## src/rtl/score_disp_pkg.sv

```systemverilog
// Shared types and constants for the score display path: conversion FSM
// states, datapath widths and the 7-segment glyph table.
package score_disp_pkg;

  typedef enum logic [1:0] {
    ST_IDLE,
    ST_SHIFT,
    ST_DONE
  } dd_state_t;

  localparam int DIGITS = 4;
  localparam int BCD_W  = 16;
  localparam int BIN_W  = 14;

  localparam logic [BIN_W-1:0] BIN_MAX = 14'd9999;

  // Active-high glyphs, bit order {g,f,e,d,c,b,a}
  localparam logic [6:0] SEG_PAT [10] = '{
    7'b0111111, 7'b0000110, 7'b1011011, 7'b1001111, 7'b1100110,
    7'b1101101, 7'b1111101, 7'b0000111, 7'b1111111, 7'b1101111
  };
  localparam logic [6:0] SEG_BLANK = 7'b0000000;

  function automatic logic [6:0] seg_decode(input logic [3:0] nib);
    case (nib)
      4'd0:    return SEG_PAT[0];
      4'd1:    return SEG_PAT[1];
      4'd2:    return SEG_PAT[2];
      4'd3:    return SEG_PAT[3];
      4'd4:    return SEG_PAT[4];
      4'd5:    return SEG_PAT[5];
      4'd6:    return SEG_PAT[6];
      4'd7:    return SEG_PAT[7];
      4'd8:    return SEG_PAT[8];
      4'd9:    return SEG_PAT[9];
      default: return SEG_BLANK;
    endcase
  endfunction

  // Double-dabble correction step: every BCD nibble >= 5 gets +3
  function automatic logic [BCD_W-1:0] add3_nibbles(input logic [BCD_W-1:0] b);
    logic [BCD_W-1:0] r;
    r = b;
    for (int unsigned i = 0; i < DIGITS; i++) begin
      if (b[4*i +: 4] >= 4'd5) r[4*i +: 4] = b[4*i +: 4] + 4'd3;
    end
    return r;
  endfunction

endpackage

```

## src/rtl/bin14_bcd_dd.sv

```systemverilog
// Iterative 14-bit binary to 4-digit BCD converter (double dabble),
// one shift per cycle; input clamped to 9999 with an overflow flag.
module bin14_bcd_dd
  import score_disp_pkg::*;
(
  input  logic             i_clk,
  input  logic             i_rst,
  input  logic             i_start,
  input  logic [BIN_W-1:0] i_bin,
  output logic             o_busy,
  output logic             o_done,
  output logic [BCD_W-1:0] o_bcd,
  output logic             o_ovf
);

  dd_state_t        r_state;
  dd_state_t        w_next;
  logic [BIN_W-1:0] r_bin_sh;
  logic [BCD_W-1:0] r_bcd_sh;
  logic [3:0]       r_cnt;
  logic             r_ovf_n;
  logic [BCD_W-1:0] w_adj;

  assign w_adj = add3_nibbles(r_bcd_sh);

  always_comb begin
    w_next = r_state;
    case (r_state)
      ST_IDLE:  if (i_start) w_next = ST_SHIFT;
      ST_SHIFT: if (r_cnt == 4'(BIN_W - 1)) w_next = ST_DONE;
      ST_DONE:  w_next = ST_IDLE;
      default:  w_next = ST_IDLE;
    endcase
  end

  always_ff @(posedge i_clk) begin
    if (i_rst) r_state <= ST_IDLE;
    else       r_state <= w_next;
  end

  always_ff @(posedge i_clk) begin
    if (i_rst) begin
      r_bin_sh <= '0;
      r_bcd_sh <= '0;
      r_cnt    <= '0;
      r_ovf_n  <= 1'b0;
    end else begin
      case (r_state)
        ST_IDLE: if (i_start) begin
          r_bin_sh <= (i_bin > BIN_MAX) ? BIN_MAX : i_bin;
          r_bcd_sh <= '0;
          r_cnt    <= '0;
          r_ovf_n  <= (i_bin > BIN_MAX);
        end
        ST_SHIFT: begin
          {r_bcd_sh, r_bin_sh} <= {w_adj, r_bin_sh} << 1;
          r_cnt                <= r_cnt + 4'd1;
        end
        default: ;
      endcase
    end
  end

  // Result is presented raw during DONE; the caller latches it on o_done
  assign o_busy = (r_state != ST_IDLE);
  assign o_done = (r_state == ST_DONE);
  assign o_bcd  = r_bcd_sh;
  assign o_ovf  = r_ovf_n;

endmodule

```

## src/rtl/score_7seg_driver.sv

```systemverilog
// Score to 4-digit multiplexed 7-segment driver: change detect, BCD
// conversion, display register, digit scan and registered pin outputs.
module score_7seg_driver
  import score_disp_pkg::*;
#(
  parameter int SCAN_DIV       = 2000,
  parameter int SEG_ACTIVE_LOW = 1,
  parameter int COM_ACTIVE_LOW = 1,
  parameter int BLANK_LEADING  = 1
) (
  input  logic              CLK,
  input  logic              RST,
  input  logic [BIN_W-1:0]  value,
  output logic [6:0]        SEG7OUT,
  output logic [DIGITS-1:0] SEG7COM,
  output logic              ovf,
  output logic              busy
);

  localparam int             PW         = $clog2(SCAN_DIV);
  localparam logic [PW-1:0]  PRESC_LAST = PW'(SCAN_DIV - 1);
  localparam logic [6:0]     SEG_OFF    = (SEG_ACTIVE_LOW != 0) ? 7'h7F : 7'h00;
  localparam logic [DIGITS-1:0] COM_OFF = (COM_ACTIVE_LOW != 0) ? 4'hF : 4'h0;

  logic [BIN_W-1:0] r_last_val;
  logic [BCD_W-1:0] r_bcd_disp;
  logic             r_ovf;
  logic [PW-1:0]    r_presc;
  logic [1:0]       r_dig;

  logic             w_busy;
  logic             w_done;
  logic             w_start;
  logic [BCD_W-1:0] w_bcd;
  logic             w_ovf_n;
  logic [3:0]       w_nib;
  logic             w_blank;
  logic [6:0]       w_pat;
  logic [DIGITS-1:0] w_onehot;

  assign w_start = !w_busy && (value != r_last_val);

  always_ff @(posedge CLK) begin
    if (RST)          r_last_val <= '0;
    else if (w_start) r_last_val <= value;
  end

  bin14_bcd_dd u_dd (
    .i_clk   (CLK),
    .i_rst   (RST),
    .i_start (w_start),
    .i_bin   (value),
    .o_busy  (w_busy),
    .o_done  (w_done),
    .o_bcd   (w_bcd),
    .o_ovf   (w_ovf_n)
  );

  always_ff @(posedge CLK) begin
    if (RST) begin
      r_bcd_disp <= '0;
      r_ovf      <= 1'b0;
    end else if (w_done) begin
      r_bcd_disp <= w_bcd;
      r_ovf      <= w_ovf_n;
    end
  end

  always_ff @(posedge CLK) begin
    if (RST) begin
      r_presc <= '0;
      r_dig   <= '0;
    end else if (r_presc == PRESC_LAST) begin
      r_presc <= '0;
      r_dig   <= r_dig + 2'd1;
    end else begin
      r_presc <= r_presc + 1'b1;
    end
  end

  // A digit is leading-zero when it and every higher nibble are zero
  always_comb begin
    w_nib    = r_bcd_disp[{r_dig, 2'b00} +: 4];
    w_blank  = (BLANK_LEADING != 0) && (r_dig != 2'd0) &&
               ((r_bcd_disp >> {r_dig, 2'b00}) == '0);
    w_pat    = w_blank ? SEG_BLANK : seg_decode(w_nib);
    w_onehot = 4'b0001 << r_dig;
  end

  always_ff @(posedge CLK) begin
    if (RST) begin
      SEG7OUT <= SEG_OFF;
      SEG7COM <= COM_OFF;
    end else begin
      SEG7OUT <= w_pat ^ SEG_OFF;
      SEG7COM <= w_onehot ^ COM_OFF;
    end
  end

  assign busy = w_busy;
  assign ovf  = r_ovf;

endmodule

```

## config.mk

```make
export PLATFORM = sky130hd
export DESIGN_NAME = score_7seg_driver
export DESIGN_NICKNAME = d
export VERILOG_FILES = /design/src/rtl/score_disp_pkg.sv /design/src/rtl/bin14_bcd_dd.sv /design/src/rtl/score_7seg_driver.sv
export SDC_FILE = /design/constraint.sdc
export NUM_CORES = 1
export LEC_CHECK = 0
export ABC_AREA = 0
export ABC_CLOCK_PERIOD_IN_PS = 3000
export BUFFER_PORTS_ARGS = -buffer_cell sky130_fd_sc_hd__buf_2
export CAP_MARGIN = 20
export CORE_ASPECT_RATIO = 1.2
export CORE_MARGIN = 3
export CORE_UTILIZATION = 42
export CTS_CLUSTER_SIZE = 8
export DETAILED_ROUTE_END_ITERATION = 12
export PLACE_DENSITY = 0.66
export SYNTH_ARGS = -nofsm -noshare
export SYNTH_HDL_FRONTEND = slang
export SYNTH_SLANG_ARGS = --single-unit
export TNS_END_PERCENT = 1
```

## constraint.sdc

```tcl
create_clock -name CLK -period 3 [get_ports CLK]
set_clock_uncertainty 0.05 [all_clocks]
set_input_delay 0.15 -clock CLK [delete_from_list [all_inputs] [get_ports CLK]]
set_output_delay 0.15 -clock CLK [all_outputs]
set_load 0.02 [all_outputs]
```

; ---- Word-level counts from Yosys, hierarchy flattened
; Memory sizes are Yosys's and may differ from the RTL's.
; Cells that the tools add are included.
[word_totals]
output_inout_bits = 13
wordCells = 64
inputBits = 16
ram_bits = 0
regBits = 92
latchBits = 0
mem_bits_ro = 112
n_memories = 1
[classes]
n_eq_ne = 7
shift = 3
addsub = 7
muxes = 15
n_bitwise = 2
multipliers = 0
n_reduce_logical = 12
div_mod_pow = 0
magnitude_cmp = 5
[memory_table]
columns = memory, words, width, read_ports, rd_ports_with_merged_regs, wr, line
row1 = (no name shown), 16, 7, 1, 0, 0, score_disp_pkg.sv:25  ; case (nib)
[ops]
columns = cell, n
row1 = $pmux 16 s2, 1
row2 = $mux 14, 2
row3 = $pmux 14 s2, 1
row4 = $ge 4x3->1 const B, 4
row5 = $logic_not 16->1, 1
row6 = $mux 16, 1
row7 = $mux 4, 4
row8 = $shiftx 16x5->4, 1
row9 = $shr 16x4->16, 1
row10 = $gt 14x14->1 const B, 1
row11 = $ne 14x14->1, 1
row12 = $add 4x2->4 const B, 3
row13 = $add 11x1->11 const B, 1
row14 = $eq 11x11->1 const B, 1
row15 = $pmux 4 s2, 1
row16 = $mux 7, 1
row17 = $not 7->7, 1
row18 = $reduce_and 2->1, 3
row19 = $reduce_bool 2->1, 3
row20 = $add 4x1->4 const B, 1
row21 = $eq 4x4->1 const B, 1
row22 = $mux 2, 2
row23 = $ne 2x1->1 const B, 2
row24 = $not 4->4, 1
row25 = 11 further kinds, 12

; ---- Depth between registers and ports, before layout
; Gate-level depths: netlist of the first run.
[depth]
depth_word = 5
mapped_depth = 8
depth_no_buf = 7

; ---- Cells and area by module
; A second synthesis of the first run with hierarchy kept.
[hier_totals]
hier_cells = 479
hier_area_um2 = 4431.8
[modules_own_cells]
columns = module, area_each_um2, seq_area_each_um2, cells_per_inst, n_inst
row1 = score_7seg_driver, 2596.2, 1101.1, 258, 1
row2 = bin14_bcd_dd, 1835.5, 740.7, 221, 1

; ---- Worst setup path after synthesis of the first run
; OpenSTA, ideal clock, no wires.
[synth_path]
kind = register to register
start = register r_dig[0]
end = register SEG7OUT[0]
setup_time_ps = 74
path_slack_ps = 591
synth_period_minus_slack_ps = 2409
n_path_buf = 1
t_arrival_ps = 2284
t_required_ps = 2876
stages_incl_launch_ff = 9
path_cell_list = dfxtp_1 buf_6 mux4_2 inv_1 ha_1 or4b_2 a21oi_1 a211oi_2 o21ai_0
[synth_between]
elab_chain_cells = 5
word_cells_on_any_way = 8
classes_between = 2 x shift / 1 x mux / 1 x bitwise / 3 x reduce/logical / 1 x memory
[synth_rtl]
columns = item, line
row1 = from (decl), score_7seg_driver.sv:29  ; logic [1:0] r_dig;
row2 = from (signal assigned), score_7seg_driver.sv:75  ; r_dig <= r_dig + 2'd1;
row3 = "parallel branches: the longest is 3 deep, another holds $mem_v2 16x7", n/a
row4 = $mux 7 *, score_7seg_driver.sv:86  ; w_pat = w_blank ? SEG_BLANK : seg_decode(w_nib);
row5 = $not 7->7 (no line) *, n/a
row6 = to (signal assigned), score_7seg_driver.sv:95  ; SEG7OUT <= w_pat ^ SEG_OFF;
row7 = to (decl), score_7seg_driver.sv:14  ; output logic [6:0] SEG7OUT,
; Every way passes the cells marked *.
; A chain may end at the register's enable or synchronous reset.

; ---- Final worst setup path of the first run
[layout_path]
start = register r_dig[0]
end = register SEG7OUT[3]
; The elaborated chain is that of the path after synthesis.

==> results of run 1 <==
-- cell families (layout without fill, tap and decap cells) --
group / count (synthesis) / in the layout
compound gates: 85 / 85
fa+ha+maj: 20 / 20
xor+xnor: 32 / 32
flops: 92 / 92
buf+inv: 40 / 68
simple gates: 176 / 176
mux: 20 / 20
-- power groups by stage --
stage / sequential [mW] / combinational, mW / clock [mW]
floorplan: 1.31 / 0.140 / 0
global placement: 1.31 / 0.189 / 0
detailed placement: 1.32 / 0.194 / 0
CTS: 1.29 / 0.195 / 1.19
global route: 1.29 / 0.214 / 1.23
finish: 1.29 / 0.192 / 1.16
-- area by class of cell --
class	count	area, µm²
fillers	895	4920
clock inverters	5	67.6
repair buffers	33	178
clock buffers	11	243
inverters	19	71.3
multi-input cells	333	2240
well taps	123	154
flip-flops and latches	92	1840
-- registers in the layout, summed over array words and instances (netlist names) --
| name | flops |
|---|---|
| u_dd.o_bcd | 16 |
| SEG7COM | 4 |
| r_presc | 11 |
| u_dd.r_cnt | 4 |
| ovf | 1 |
| u_dd.r_bin_sh | 14 |
| r_last_val | 14 |
| r_bcd_disp | 16 |
| u_dd.o_ovf | 1 |
| u_dd.r_state | 2 |
| SEG7OUT | 7 |
| r_dig | 2 |
-- synthesized netlist by cell type (all sizes together), types with 4 or more instances --
library cell | instances | share of area (%)
a21o | 4 | 0.70
a21oi | 28 | 3.3
a22o | 5 | 1.0
a22oi | 4 | 0.70
a32o | 4 | 0.94
and2 | 4 | 0.59
and3 | 5 | 0.73
buf | 8 | 1.8
clkbuf | 13 | 1.1
dfxtp | 92 | 43
ha | 20 | 5.9
inv | 19 | 1.7
mux2i | 16 | 3.7
mux4 | 4 | 2.1
nand2 | 51 | 4.5
nand2b | 6 | 0.88
nand3 | 6 | 0.70
nand4 | 4 | 0.88
nor2 | 59 | 5.4
nor2b | 4 | 0.59
nor3 | 18 | 2.1
nor4 | 10 | 1.5
o21ai | 14 | 1.6
o32ai | 9 | 1.8
xnor2 | 23 | 4.7
xor2 | 9 | 1.8
-- through the flow --
| step | hold slack (ps) | cell area, µm² | utilization, % | std cells | total power, mW |
|---|---|---|---|---|---|
| after floorplan | 244 | 4280 | - | 465 | 1.45 |
| after global placement | 382 | 4480 | 46.2 | 600 | 1.50 |
| after detailed placement | 395 | 4480 | 46.2 | 600 | 1.51 |
| after CTS | 51.3 | 4790 | 49.4 | 616 | 2.67 |
| after global routing | 79.6 | 4790 | 49.4 | 616 | 2.74 |
| final | 52.7 | 4790 | 49.4 | 616 | 2.64 |
-- worst register-to-register path, delay by kind of cell (launching register included) --
kind                     cells  cell delay, ps
AND/OR/NAND/NOR              1             600
multiplexers                 1             570
adder cells (fa/ha/maj)      1             200
buffers and inverters        1             130
AO/OA/AOI/OAI                3             500
flip-flops                   1             400
-- routing by layer --
metal	vias up	wire length (µm)	track usage, %
met2	58	4710	31.0
met3	12	241	2.93
met5	-	0	0
met4	0	175	6.46
li1	1666	-	-
met1	1552	3840	18.1
-- how the worst max path moves through the flow --
| stage | to | from |
|---|---|---|
| 2_1_floorplan | SEG7OUT[0] | r_dig[0] |
| 3_3_place_gp | SEG7OUT[1] | r_dig[0] |
| 3_5_place_dp | SEG7OUT[3] | r_dig[0] |
| 4_1_cts | SEG7OUT[3] | r_dig[0] |
| 5_1_grt | SEG7OUT[3] | r_dig[0] |
| 6_report | SEG7OUT[3] | r_dig[0] |
==> reports/summary.txt, run 1 <==
# IOs = 29
Reported net switching power = 0.620 mW
Max Freq = 0.396 GHz
Critical R2R Launch = r_dig[0]
Worst Hold Endpoint = r_last_val[0]
Fin. Hold Viols = 0
Critical Path Stages = 7
Clock share of power = 44.0%
WS Path Type = register to register
HPWL after DPL = 6360 µm
Synthesis warning total = 0
Final WS setup = 475 ps
R2r setup slk = 470 ps
Leakage = 1.92 nW
Largest net degree at the start of global routing = 65
Slowest CP cell = or4b_2
CP max stage delay = 600 ps
Syn Inst Count = 465
Top delay family on crit path = simple AND/OR/NAND/NOR gates
Post-Syn Area = 0.00428 mm²
Final setup TNS = 0 ps
CP Capture Type = register
Final setup vio count = 0
Post_cts resized = 0
Starting density of the core = 44.0%
CTS tree = built
Post-synthesis adder-cell area fraction = 5.85%
Vias in the first global route = 3361
Grt total ovfl = 0
Sw frac = 23.5%
Max-cap violations = 0
Startpoint Class = register
Internal power = 2.02 mW
Worst R2R End = SEG7OUT[3]
Mux cell area share after synthesis = 5.85%
Die height = 117 µm
Syn Area/Cell = 9.20 µm²
Combinational Power Share = 7.3%
Clock transition at path regs = 70 ps
Async set or reset register ratio after synthesis = 0%
Min-Delay Path Class = input pin to register
Synthesis-to-layout area growth = 12.1%
Unrepaired setup endpoints after global routing = no
Share of layout cells above drive strength 1 = 13.4%
Post-synthesis simple-gate area fraction = 19.5%
EDFF count, synth = 0
Power per Cell Area = 551 mW/mm²
Least-Margin Pin Slew = 801 ps
Pre-antenna DRT Iters = 4
Final period utilization = 84.2%
Initial antenna violation count = 0
Vias per inst = 5.34
Share of power burned in registers = 48.8%
Ant. Diodes = 0
Root Buffer = clkbuf_16
WL per Instance = 14.6 µm
CP max FO = 6
DR vias = 3288
Seq/Total Area, Yosys = 43.1%
CP cell instances = mux4_2, inv_1, ha_1, or4b_2, a21oi_1, a211oi_2, o21ai_0
R2r worst-path depth = 7
GPL Wtd Cong = 0.779
Largest family of logic cells by synthesized area = simple AND/OR/NAND/NOR gates
Status = completed
Post-CTS Setup Repair Bufs = 0
Commonest non-fill, non-tap cell in the layout = dfxtp_1
Core box area = 0.00971 mm²
Compound-cell area share of the yosys netlist = 14.6%
First-pass GRT wire length = 15400 µm
Routed WL = 8960 µm
Worst-skew pair later-pin latency = 330 ps
Buffers on Ports = 28
Slew margin rel. = 46.4%
Num CTS Buffers = 9
Critical path buffers and inverters = 1
XOR/XNOR share of the synthesized area = 6.55%
Hold buffers post-CTS = 0
Die span in x = 98.1 µm
Antenna Nets Post-Route = 0
DP Worst Slack = 487 ps
Critical hold path startpoint = value[0]
Maximum resistive drop on vdd = 0.271 mV
Hold path cells = 3
Clk sinks = 92
Data arrival, critical path = 2730 ps
Most frequent cells in the layout = 92 x dfxtp_1, 58 x nor2_1, 51 x nand2_1, 28 x a21oi_1, 28 x buf_2
Post-synthesis register bit count = 92
Main flop type after synthesis = dfxtp_1
CTS max path bufs = 2
Remaining DRCs = 0
Distinct cells, synth = 46
CTS H-Tree Depth = 3
Die ar. = 0.0114 mm²
GRT Total Usage = 16.3%
Final min period = 2530 ps
Fin. max-slew vios = 0
Fin nets = 524
Critical path required time = 3200 ps
Row cnt = 39
Syn_nets = 501
Starting DRC count in detailed routing = 138
(Power assumes the default switching activity.)
==> inputs of run 2 (changes only) <==
--- a/config.mk
+++ b/config.mk
@@ -5,8 +5,8 @@
 export SDC_FILE = /design/constraint.sdc
 export NUM_CORES = 1
 export LEC_CHECK = 0
-export ABC_AREA = 0
-export ABC_CLOCK_PERIOD_IN_PS = 3000
+export ABC_AREA = 1
+export ABC_CLOCK_PERIOD_IN_PS = 2600
 export BUFFER_PORTS_ARGS = -buffer_cell sky130_fd_sc_hd__buf_2
 export CAP_MARGIN = 20
 export CORE_ASPECT_RATIO = 1.2
==> constraint.sdc (replaced) <==
create_clock -name CLK -period 2.6 [get_ports CLK]
set_clock_uncertainty 0.05 [all_clocks]
set_input_delay 0.13 -clock CLK [delete_from_list [all_inputs] [get_ports CLK]]
set_output_delay 0.13 -clock CLK [all_outputs]
set_load 0.02 [all_outputs]
==> reports/summary.txt, run 2 <==
Multi-input combinational cell area = 0.00238 mm²
Vias per inst = 5.06
Non-filler instance count after layout = 812
Startpoint Class = register
Final period utilization = 86.3%
Share of power burned in registers = 48.3%
Distinct cells, synth = 31
Data arrival, critical path = 2470 ps
CP Capture Type = register
HPWL after DPL = 6490 µm
Worst-skew pair later-pin latency = 340 ps
Post-Syn Area = 0.00468 mm²
Max Freq = 0.445 GHz
Post-synthesis simple-gate area fraction = 31.6%
Syn Inst Count = 657
WL per Instance = 11.5 µm
First-pass GRT wire length = 16200 µm
Cell count after placement = 797
Reported net switching power = 0.733 mW
Num CTS Buffers = 9
CTS max path bufs = 2
Leakage = 2.35 nW
# IOs = 29
Most frequent cell after synthesis = nand2_1
Sw frac = 23.9%
XOR/XNOR share of the synthesized area = 0.561%
Status = completed
GRT Total Usage = 16.1%
Seq/Total Area, Yosys = 39.4%
Ant. Diodes = 0
CTS tree = built
Fin. max-slew vios = 0
Share of layout cells above drive strength 1 = 12.7%
Root Buffer = clkbuf_16
Fin nets = 715
Grt total ovfl = 0
Main flop type after synthesis = dfxtp_1
Compound-cell area share of the yosys netlist = 13.2%
Largest family of logic cells by synthesized area = simple AND/OR/NAND/NOR gates
Die span in x = 102 µm
Fin. Hold Viols = 0
Maximum resistive drop on vdd = 0.282 mV
Post-CTS Setup Repair Bufs = 0
GPL Wtd Cong = 0.898
WS Path Type = register to register
Final min period = 2240 ps
Die ar. = 0.0124 mm²
Routed WL = 9360 µm
Min-Delay Path Class = input pin to register
Syn_nets = 693
Hold_ws = 26.2 ps
Clock share of power = 42.9%
Syn Area/Cell = 7.12 µm²
CTS H-Tree Depth = 3
Internal power = 2.34 mW
Final setup TNS = 0 ps
Remaining DRCs = 0
Synthesis-to-layout area growth = 10.8%
Most frequent cells in the layout = 178 x nand2_1, 92 x dfxtp_1, 75 x inv_1, 55 x nand3_1, 51 x a21oi_1
Starting DRC count in detailed routing = 130
Vias in the first global route = 3889
Largest net degree at the start of global routing = 41
Buffers on Ports = 28
Post-synthesis register bit count = 92
R2r setup slk = 360 ps
Post_cts resized = 0
Area contributors post-synth = dfxtp_1 39%, nand2_1 14%, inv_1 6.0%
Die height = 122 µm
Yosys top cell area share = 39.4%
Initial antenna violation count = 0
Mux cell area share after synthesis = 0.214%
Pre-antenna DRT Iters = 4
Antenna Nets Post-Route = 0
Starting density of the core = 43.9%
Clock transition at path regs = 60 ps
Slew margin rel. = 64.1%
Core box area = 0.0107 mm²
Register area = 0.00184 mm²
Hold buffers post-CTS = 0
DR vias = 4108
Unrepaired setup endpoints after global routing = no
Final setup vio count = 0
Fin util = 48.6%
Combinational Power Share = 8.8%
Fillers = 1075
CP max FO = 14
Largest area contributor in the netlist = dfxtp_1
Power per Cell Area = 593 mW/mm²
EDFF count, synth = 0
Async set or reset register ratio after synthesis = 0%
Top cell types by occurrence after synthesis = 178 x nand2_1, 92 x dfxtp_1, 75 x inv_1, 55 x nand3_1, 51 x a21oi_1
Max-cap violations = 0
Row cnt = 41
Commonest non-fill, non-tap cell in the layout = nand2_1
Critical path required time = 2830 ps
Synthesis warning total = 0
Least-Margin Pin Slew = 533 ps
Clk sinks = 92
Post-synthesis adder-cell area fraction = 5.35%
-- run 2: cell types whose count changed in the layout (fill, tap and decap cells not counted), sizes merged, moves of 11 or more --
cell / change
a21oi: +31
inv: +57
mux2i: -15
nand2: +130
nand3: +56
nand4: +11
nor2: -13
nor3: -13
o21ai: +31
xnor2: -23
-- run 2: power by group through the flow --
| stage | sequential (mW) | clock [mW] | combinational [mW] |
|---|---|---|---|
| after floorplan | 1.52 | 0 | 0.210 |
| after global placement | 1.51 | 0 | 0.265 |
| after detailed placement | 1.52 | 0 | 0.274 |
| after CTS | 1.48 | 1.35 | 0.276 |
| after global routing | 1.49 | 1.40 | 0.315 |
| final | 1.48 | 1.32 | 0.272 |
-- run 2: worst paths after layout --
kind,start,end,depth (start not counted)
min reg2reg,u_dd.o_bcd[7],u_dd.o_bcd[7],2
max,r_dig[0],SEG7OUT[5],9
max reg2reg,r_dig[0],SEG7OUT[5],9
min,value[0],r_last_val[0],3
-- run 2: layout make-up --
cell class | instances | area share [%]
clock buffer | 11 | 4.87
clock inverter | 4 | 0.941
inverter | 80 | 5.79
multi-input combinational | 460 | 45.9
sequential | 92 | 35.5
tap | 129 | 3.11
timing repair buffer | 36 | 3.86
-- run 2: metal layers --
| layer | track usage (%) | share of wire [%] | routed length [µm] | vias to the layer above |
|---|---|---|---|---|
| met3 | 2.18 | 2.3 | 215 | 20 |
| met2 | 28.3 | 50 | 4700 | 50 |
| met1 | 18.5 | 45 | 4260 | 1867 |
| met4 | 8.94 | 2.0 | 189 | 0 |
| met5 | 0 | 0 | 0 | - |
| li1 | - | - | - | 2171 |
-- run 2: cell families (layout without fill, tap and decap cells) --
group	after synthesis	after routing
mux	1	1
xor+xnor	3	3
compound gates	113	113
buf+inv	105	131
fa+ha+maj	20	20
flops	92	92
simple gates	323	323
-- run 2: worst max-delay path: stages (launching register included) --
cell and delay [ps]:
dfxtp_1 600, inv_2 190, nand2_1 100, nand2_1 60, o21ai_0 440, ha_1 270, nand4_1 90, nor2_1 100
nand2_1 150, nand3_1 130
-- run 2: stage by stage --
stage	power, mW	setup slack [ps]	cell area (µm²)
after floorplan	1.73	820	4680
after global placement	1.78	484	4880
after detailed placement	1.79	338	4880
after CTS	3.11	353	5190
after global routing	3.20	129	5190
final	3.07	355	5190
